**src/rtl/loong_add_const.sv**
```systemverilog
// Round-constant XOR stage: latches a state/round pair, fetches the round constant, and emits state ^ constant.
// Optional macro LOONG_RC_TIMEOUT_EN adds a WAIT_RC timeout that pulses err and drops the transaction.
module loong_add_const #(
  parameter int NUM_ROUNDS = 33
) (
  input  logic                  clock,
  input  logic                  rst,
  input  logic                  in_valid,
  output logic                  in_ready,
  input  logic [63:0]           in_state,
  input  logic [5:0]            in_round,
  output logic [5:0]            j,
  input  logic                  rc_valid,
  input  logic [0:3][0:3][3:0]  rc_in,
  output logic                  out_valid,
  input  logic                  out_ready,
  output logic [63:0]           out_state,
  output logic                  busy,
  output logic                  err
);

  localparam logic [1:0] IDLE    = 2'd0;
  localparam logic [1:0] SETTLE  = 2'd1;
  localparam logic [1:0] WAIT_RC = 2'd2;
  localparam logic [1:0] OUT     = 2'd3;

  localparam logic [6:0] NR = 7'(NUM_ROUNDS);

  logic [1:0]  fsm_q, fsm_d;
  logic [63:0] state_q, state_d;
  logic [5:0]  j_q, j_d;
  logic [63:0] out_state_q, out_state_d;

`ifdef LOONG_RC_TIMEOUT_EN
  logic [2:0]  cnt_q, cnt_d;
  logic        err_q, err_d;
`endif

  always_comb begin
    fsm_d       = fsm_q;
    state_d     = state_q;
    j_d         = j_q;
    out_state_d = out_state_q;
`ifdef LOONG_RC_TIMEOUT_EN
    cnt_d       = cnt_q;
    err_d       = 1'b0;
`endif
    case (fsm_q)
      IDLE: begin
        if (in_valid) begin
          state_d = in_state;
          if ({1'b0, in_round} < NR) begin
            j_d   = in_round;
            fsm_d = SETTLE;
          end else begin
            out_state_d = in_state;
            fsm_d       = OUT;
          end
        end
      end
      // rc_valid here still describes the previous j, so it is not looked at.
      SETTLE: begin
        fsm_d = WAIT_RC;
`ifdef LOONG_RC_TIMEOUT_EN
        cnt_d = 3'd0;
`endif
      end
      WAIT_RC: begin
        if (rc_valid) begin
          // rc_in[r][c] packs to the same bit positions as state nibble (r,c).
          out_state_d = state_q ^ rc_in;
          fsm_d       = OUT;
        end
`ifdef LOONG_RC_TIMEOUT_EN
        else if (cnt_q == 3'd7) begin
          err_d = 1'b1;
          fsm_d = IDLE;
        end else begin
          cnt_d = cnt_q + 3'd1;
        end
`endif
      end
      OUT: begin
        if (out_ready) fsm_d = IDLE;
      end
      default: fsm_d = IDLE;
    endcase
  end

  always_ff @(posedge clock) begin
    if (rst) begin
      fsm_q       <= IDLE;
      state_q     <= 64'd0;
      j_q         <= 6'd0;
      out_state_q <= 64'd0;
    end else begin
      fsm_q       <= fsm_d;
      state_q     <= state_d;
      j_q         <= j_d;
      out_state_q <= out_state_d;
    end
  end

`ifdef LOONG_RC_TIMEOUT_EN
  always_ff @(posedge clock) begin
    if (rst) begin
      cnt_q <= 3'd0;
      err_q <= 1'b0;
    end else begin
      cnt_q <= cnt_d;
      err_q <= err_d;
    end
  end
  assign err = err_q;
`else
  assign err = 1'b0;
`endif

  assign in_ready  = (fsm_q == IDLE) && !rst;
  assign out_valid = (fsm_q == OUT);
  assign busy      = (fsm_q != IDLE);
  assign j         = j_q;
  assign out_state = out_state_q;

endmodule

```
**config.mk**
```make
export PLATFORM = sky130hd
export DESIGN_NAME = loong_add_const
export DESIGN_NICKNAME = d
export VERILOG_FILES = /design/src/rtl/loong_add_const.sv
export SDC_FILE = /design/constraint.sdc
export NUM_CORES = 1
export LEC_CHECK = 0
export ABC_AREA = 1
export CORE_MARGIN = 2
export CORE_UTILIZATION = 51
export CTS_CLUSTER_DIAMETER = 100
export DETAILED_ROUTE_END_ITERATION = 8
export GPL_ROUTABILITY_DRIVEN = 0
export PLACE_DENSITY = 0.85
export SYNTH_ARGS = -nofsm -noshare
export SYNTH_HDL_FRONTEND = slang
export SYNTH_SLANG_ARGS = --single-unit
```
**constraint.sdc**
```tcl
create_clock -name clock -period 4.85 [get_ports clock]
set_input_delay 0.485 -clock clock [delete_from_list [all_inputs] [get_ports clock]]
set_output_delay 0.485 -clock clock [all_outputs]
set_load 0.01 [all_outputs]
```
# == After elaboration in Yosys (flattened, before gate mapping) ==
# Index checks and enable logic that the tools add are counted.
# totals
output_inout_bits,74
reg_bits,136
# classes
n_bitwise,1
n_lt_le_gt_ge,1
n_mux,9
reduce_logical,9
n_eq_ne,7
# ops
op,count
$mux W64,3
$pmux W64 S2,1
$xor A64 B64 Y64,1
$mux W2,4
$pmux W2 S4,1
$lt A6 B6 Y1 const B,1
$ne A2 B2 Y1 const B,3
$reduce_and A3 Y1,2
$eq A2 B2 Y1 const B,2
$reduce_and A4 Y1,1
$reduce_bool A2 Y1,2
$eq A2 B1 Y1 const B,1
$logic_not A2 Y1,1
$ne A2 B1 Y1 const B,1
$reduce_and A2 Y1,1
$logic_and A1 B1 Y1,1
$logic_not A1 Y1,1

# == Longest topological paths before layout ==
# depth
ltp_word,4
ltp_mapped,11
depth_no_buf,9

# == Worst setup path before layout ==
# OpenSTA, ideal clock, no wires.
# synth_path
path_type,register to register
from,register fsm_q[0]
to,register out_state_q[37] (netlist: out_state[37])
path_stages_with_launch,12
setup_time_ns,0.115
path_slack_ns,3.313
arrival_time_ns,1.423
period_less_slack_ns,1.537
cell_sequence,dfxtp_1 inv_1 ha_1 buf_4 inv_2 o21ai_2 nor2_2 buf_6 buf_2 nand3_1 nand2_1 nor2_1
# synth_between
elab_chain_cells,3
# synth_lines
element,line,source
from (decl),29,"logic [1:0] fsm_q, fsm_d;"
from (signal assigned),97,fsm_q <= fsm_d;
$eq A2 B2 Y1 or $logic_not A2 Y1 (tied branches),48,case (fsm_q)
$ne A2 B2 Y1 (no source line) or $reduce_bool A2 Y1 (tied branches),-,
$reduce_and A4 Y1 (no source line),-,
to (signal assigned),100,out_state_q <= out_state_d;
to (decl),32,"logic [63:0] out_state_q, out_state_d;"
# Several ways; a longest one is shown, not always the timed one.
# A chain may end at the register's enable or synchronous reset.

# == Worst setup path in the final report ==
# layout_path
from,register fsm_q[0]
to,register out_state_q[26] (netlist: out_state[26])
# The elaborated chain is that of the path after synthesis.

==> results by group <==
Placed design
  • DP HPWL: around 12,000 µm
  • DP Area: 8830 µm²
  • Total placed cells including tap cells: 1,392
  • Buffers on Ports: 211

Synth
  • Post-synthesis sequential area ratio: between 40% and 50%
  • EDFF count, synth: 0
  • Cell taking the most area after synthesis: dfxtp_1
  • Post-synth top cells: 308 x nor2_1, 236 x nand2_1, 136 x dfxtp_1, 98 x a21oi_1, 69 x o21ai_0
  • Mapped Avg Cell Area: ~6.3 µm²
  • Cell with the most instances after synthesis: nor2_1
  • Seq cells post-synth: approximately 140
  • Synth top area share: 40.2%
  • Yosys warnings: 0
  • FFs w/ async S/R, synth: 0%
  • Top_reg_cell synth: dfxtp_1
  • Syn nets: 1,211
  • Synth Cell Area: roughly 6800 µm²
  • Post-Synthesis Cells: ~1,100
  • Post-synth cell types: 20
  • Area contributors post-synth: dfxtp_1 40%, nor2_1 17%, nand2_1 13%

Global routing
  • Met3 Track Usage GR: under 10%
  • Met2 usage: 42.5%
  • Gr busiest metal: met2
  • Initial antenna violation count: 0
  • Grt met1 use: ~33%
  • GRT Total Usage: a little over a quarter
  • First-pass GRT wire length: a little over 30,000 µm
  • Pin count of the biggest net entering global routing: 100
  • Remaining Overflow, GRT: 0
  • Vias in the first global route: 6,308

Floorplanning
  • IO Pins: roughly 210
  • Initial Utilization: approximately half
  • Chip Height: 119 µm
  • Rows: 42
  • Core Area: between 10,000 and 15,000 µm²
  • Die ar.: around 14,000 µm²
  • Die span in x: 119 µm

Cells and area
  • Finished Cell Area: between 9000 and 10,000 µm²
  • Final #Nets: between 1,000 and 1,500
  • Layout Cells excl Fill: around 1,400
  • Area Overhead vs Synth: 38.3%
  • Layout cells sized above 1: 3.05%
  • Ant. Diodes: 0

Worst setup path
  • CP Class: reg2reg
  • Worst r2r dst: out_state[26]
  • Startpoint Class: register
  • Crit end category: register
  • Worst path slowest cell: buf_4
  • CP Cell Sequence: inv_1 -> ha_4 -> buf_4 -> nor2_1 -> nor2_4 -> buf_4 -> nand3_1 -> nand2_1 -> nor2_1
  • R2R setup slack: approximately 1.6 ns
  • Reg-to-Reg Start: fsm_q[0]
  • Crit path required time: 5.16 ns
  • CP Max Fanout: 99
  • R2R depth: 9
  • CP arrival: approximately 3.6 ns
  • Worst stage delay on the critical path: around 0.76 ns

Timing
  • TNS Setup: 0 ns
  • Final setup violation count: 0
  • Max Clock Freq: about 300 MHz
  • Period utilization: a little under 70%
  • Clock Skews: 0.00540 ns
  • Max-slew violations: 0
  • Minimum clock period: approximately 3.3 ns
  • Hold_ws: 0.463 ns
  • Fin. Hold Viols: 0
  • RSZ-0062 raised after global routing: no
  • Max-slew headroom: 29.3%
  • Worst-margin pin slew: about 1.1 ns

CTS
  • Reg clk slew, reported paths: around 0.050 ns
  • Total CTS buffers: 17
  • Postcts setup bufs: 0
  • Post-CTS resize count: 0
  • CTS tree: done
  • Root Driver: clkbuf_16
  • H-tree depth: 4
  • Later-pin clock latency in the skew report: 0.42 ns
  • Maximum clock path buffer count: 2
  • Clock sinks: around 140
  • Hold_buf cts: 0

Power and ir drop
  • VDD IR-drop max: around 270 µV
  • Pwr per Cell Area: approximately 550 nW/µm²
  • Total Power: roughly 5100 µW
  • Leak: 0.00399 µW

Job
  • Max-Cap Viols: 0

Routing
  • Vias per cell: around 5.1
  • Iter 0 DRT Violations: 565
  • Post-route DRC: 0
  • Avg WL per Cell: roughly 13 µm
  • Vias: between 7,000 and 8,000
  • First-pass DRT Iterations: 5
  • Final ANT Viol Nets: 0
  • Routed wire length: about 19,000 µm

Hold path
  • Hold crit path type: reg2reg
  • Hold Path Sink: j[5]
  • Hold wc startpoint: j[5]
  • Min-Delay Path Depth: 2

Outcome
  • Status: finished, final reports clean
-- registers in the layout, indices dropped and copies added (netlist names) --
signal / cells
state_q: 64
fsm_q: 2
j: 6
out_state: 64
-- cells by family after synthesis --
group	share of synthesized area [%]
simple gates	35.2
compound gates	15.9
flops	40.2
buf+inv	7.82
fa+ha+maj	0.740
other cells	0.0554
-- cell type report --
cell class                      instances  area, µm²
Clock buffer                           28        507
Multi-Input combinational cell        816       3540
Fill cell                            1087       3730
Clock inverter                          3       15.0
Timing Repair Buffer                  218       2180
Sequential cell                       136       2720
Tap cell                              176        220
Inverter                               46        174
-- placed cells by master, fill, tap and decap left out, types with 2 or more instances in the layout --
master / Yosys / final
buf_4: 10 / 6
clkbuf_16: 0 / 17
nand2_1: 236 / 235
nand3_1: 66 / 66
ha_1: 4 / 3
dfxtp_1: 136 / 136
clkdlybuf4s50_1: 0 / 211
clkbuf_1: 19 / 7
nor2_1: 308 / 308
o21ai_0: 69 / 69
inv_2: 2 / 2
o21a_1: 31 / 31
clkinv_2: 0 / 4
inv_1: 43 / 43
clkbuf_8: 0 / 4
a21oi_1: 98 / 98
-- worst max-delay path: cells and delay by family (launching register included) --
kind / cells / cell delay [ns]
buf+inv: 3 / 1.46
simple gates: 5 / 1.22
flops: 1 / 0.31
fa+ha+maj: 1 / 0.16
-- power breakdown --
part           internal, µW  leakage [µW]  switching, µW
Combinational           998       0.00261           1310
Sequential             1470       0.00112            217
Clock                   702      0.000258            449
Total                  3170       0.00399           1980
-- how the worst max path moves through the flow --
stage                         from       endpoint
after global routing      fsm_q[0]   out_state[0]
after global placement    fsm_q[0]  out_state[25]
after floorplan           fsm_q[0]  out_state[37]
final                     fsm_q[0]  out_state[26]
after detailed placement  fsm_q[0]  out_state[44]
after CTS                 fsm_q[0]  out_state[26]
-- per-layer routing --
| metal | wire (µm) | up-vias |
|---|---|---|
| met2 | 8590 | 237 |
| met4 | 403 | 0 |
| li1 | - | 3719 |
| met5 | 0 | - |
| met1 | 8210 | 3204 |
| met3 | 1400 | 31 |
-- metrics by stage --
| step | utilization, % | setup slack [ns] |
|---|---|---|
| after floorplan | - | 3.31 |
| after global placement | 67.5 | 1.63 |
| after CTS | 71.5 | 1.53 |
| after global routing | 71.5 | 1.27 |
| after detailed placement | 67.5 | 1.54 |
| final | 71.5 | 1.57 |
No activity file was read; power rests on OpenSTA's default activity.
==> edit: new RTL, same settings <==
Add a define of `LOONG_RC_TIMEOUT_EN`.
--- a/src/rtl/loong_add_const.sv
+++ b/src/rtl/loong_add_const.sv
@@ -1,5 +1,7 @@
 // Round-constant XOR stage: latches a state/round pair, fetches the round constant, and emits state ^ constant.
 // Optional macro LOONG_RC_TIMEOUT_EN adds a WAIT_RC timeout that pulses err and drops the transaction.
+`define LOONG_RC_TIMEOUT_EN
+
 module loong_add_const #(
   parameter int NUM_ROUNDS = 33
 ) (
Check against the original RTL: same outputs for any inputs over 4 cycles, from zero or initial values and one cycle with rst high; that may be too few to reach the edited logic, so the function may still have changed.
==> edit against the original RTL <==
- setup slack improved by 0.42 ns
- synthesized area increased by 0.48%
- final area increased by 2.5%
- sequential share of layout area increased by 0.12 points
- routed wire length increased by 1.1%
- sequential cell count increased by 4
- first-iteration DRC count increased by 12%
- global-route usage increased by 0.15 points
- largest cell class unchanged
- highest routed layer unchanged
Power is not compared: it rests on default switching activity, and its combinational part moved more than twofold at a synthesized area within 25%.
==> edit: results (changes against the original RTL) <==
source of the worst hold timing path out_state[24]; final core utilization 0.730 (+0.0151); vias in the first global route 6586 (+4.4%); seq_cells 140 (+2.9%); number of clock buffers in the layout 26 (-7.1%); Multi-In Gates 723 (-11%); crit-path max FO 43 (-57%); DP Cell Count 1424 (+2.3%); cells taking the most area after synthesis sky130_fd_sc_hd__dfxtp_1 41%, sky130_fd_sc_hd__nor2_1 14%, sky130_fd_sc_hd__nand2_1 11%; area used by multi-input combinational logic 3120 µm² (-12%); dpl ws 1.75 ns (+0.215 ns); hold worst-path end out_state[24]; Cell Area, Placed 8940 µm² (+1.2%); pin count of the biggest net entering global routing 113 (+13%); worst-case clock skew 0.00581 ns (+0.000404 ns); complex-gate fraction of the synthesized area 0.157 (-0.00242); layout cells sized above 1 0.0367 (+0.00627); number of DRC markers in iteration 0 635 (+12%); transition time at the pin with the least slew margin 1.15 ns (+0.0888 ns); status complete, no violations; share of synthesized cell area in full adder, half adder and majority cells 0.00368 (-0.00372); top post-synthesis cells by count 249 x sky130_fd_sc_hd__nor2_1, 204 x sky130_fd_sc_hd__nand2_1, 162 x sky130_fd_sc_hd__inv_1, 140 x sky130_fd_sc_hd__dfxtp_1, 96 x sky130_fd_sc_hd__a21oi_1; portion of the layout cell area used by non-clock buffers 0.227 (-0.00600); arrival time reported for the critical path endpoint 3.21 ns (-0.37 ns); post-synthesis sequential area ratio 0.412 (+0.00985); routed vias 7308 (+1.6%); count of non-CTS inverters in the layout 166 (+260%)
-- edit: cell count changes in the layout (fill, tap and decap cells not counted), sizes merged, moves of 2 or more --
cell and change:
inv +119, nor2 -59, o21a -31, nand2 -30
a31oi +23, o21ai +15, nand3 -8, dfxtp +4
bufinv +3, clkbuf -2, ha -2
-- edit: worst max path at each step --
| stage | end | slack [ns] | depth (start not counted) |
|---|---|---|---|
| final | out_state[25] | 2.00 | 9 |
| after global routing | out_state[25] | 1.67 | 9 |
| after CTS | out_state[25] | 2.01 | 9 |
| after detailed placement | state_q[14] | 1.75 | 7 |
| after global placement | state_q[28] | 1.89 | 7 |
| after floorplan | out_state[52] | 3.34 | 9 |
-- edit: metal layers --
layer,wire length (µm),vias up,track usage
li1,-,3717,-
met1,7820,3282,0.325
met2,8800,276,0.436
met3,1740,33,0.0819
met4,449,0,0.104
met5,0,-,0
-- edit: critical path, stage by stage (launching register included) --
cell and delay, ns:
sky130_fd_sc_hd__dfxtp_1 0.40, sky130_fd_sc_hd__inv_2 0.09, sky130_fd_sc_hd__nor2_4 0.33, sky130_fd_sc_hd__nand2_1 0.15
sky130_fd_sc_hd__nand2_2 0.08, sky130_fd_sc_hd__buf_4 0.44, sky130_fd_sc_hd__inv_2 0.10, sky130_fd_sc_hd__a21oi_4 0.87
sky130_fd_sc_hd__nor2_1 0.11, sky130_fd_sc_hd__nor2_1 0.15
-- edit: cells by family after synthesis --
| kind of cell | Yosys count |
|---|---|
| AOI/OAI and AO/OA | 205 |
| DFF | 140 |
| adders and majority gates | 2 |
| buffers and inverters | 223 |
| and+or+nand+nor | 516 |
-- edit: where the power goes --
group,total (mW),switching (mW),leakage (nW),internal (mW)
sequential,1.39,0.0885,1.16,1.30
combinational,0.931,0.503,3.00,0.428
clock,1.40,0.469,0.324,0.928
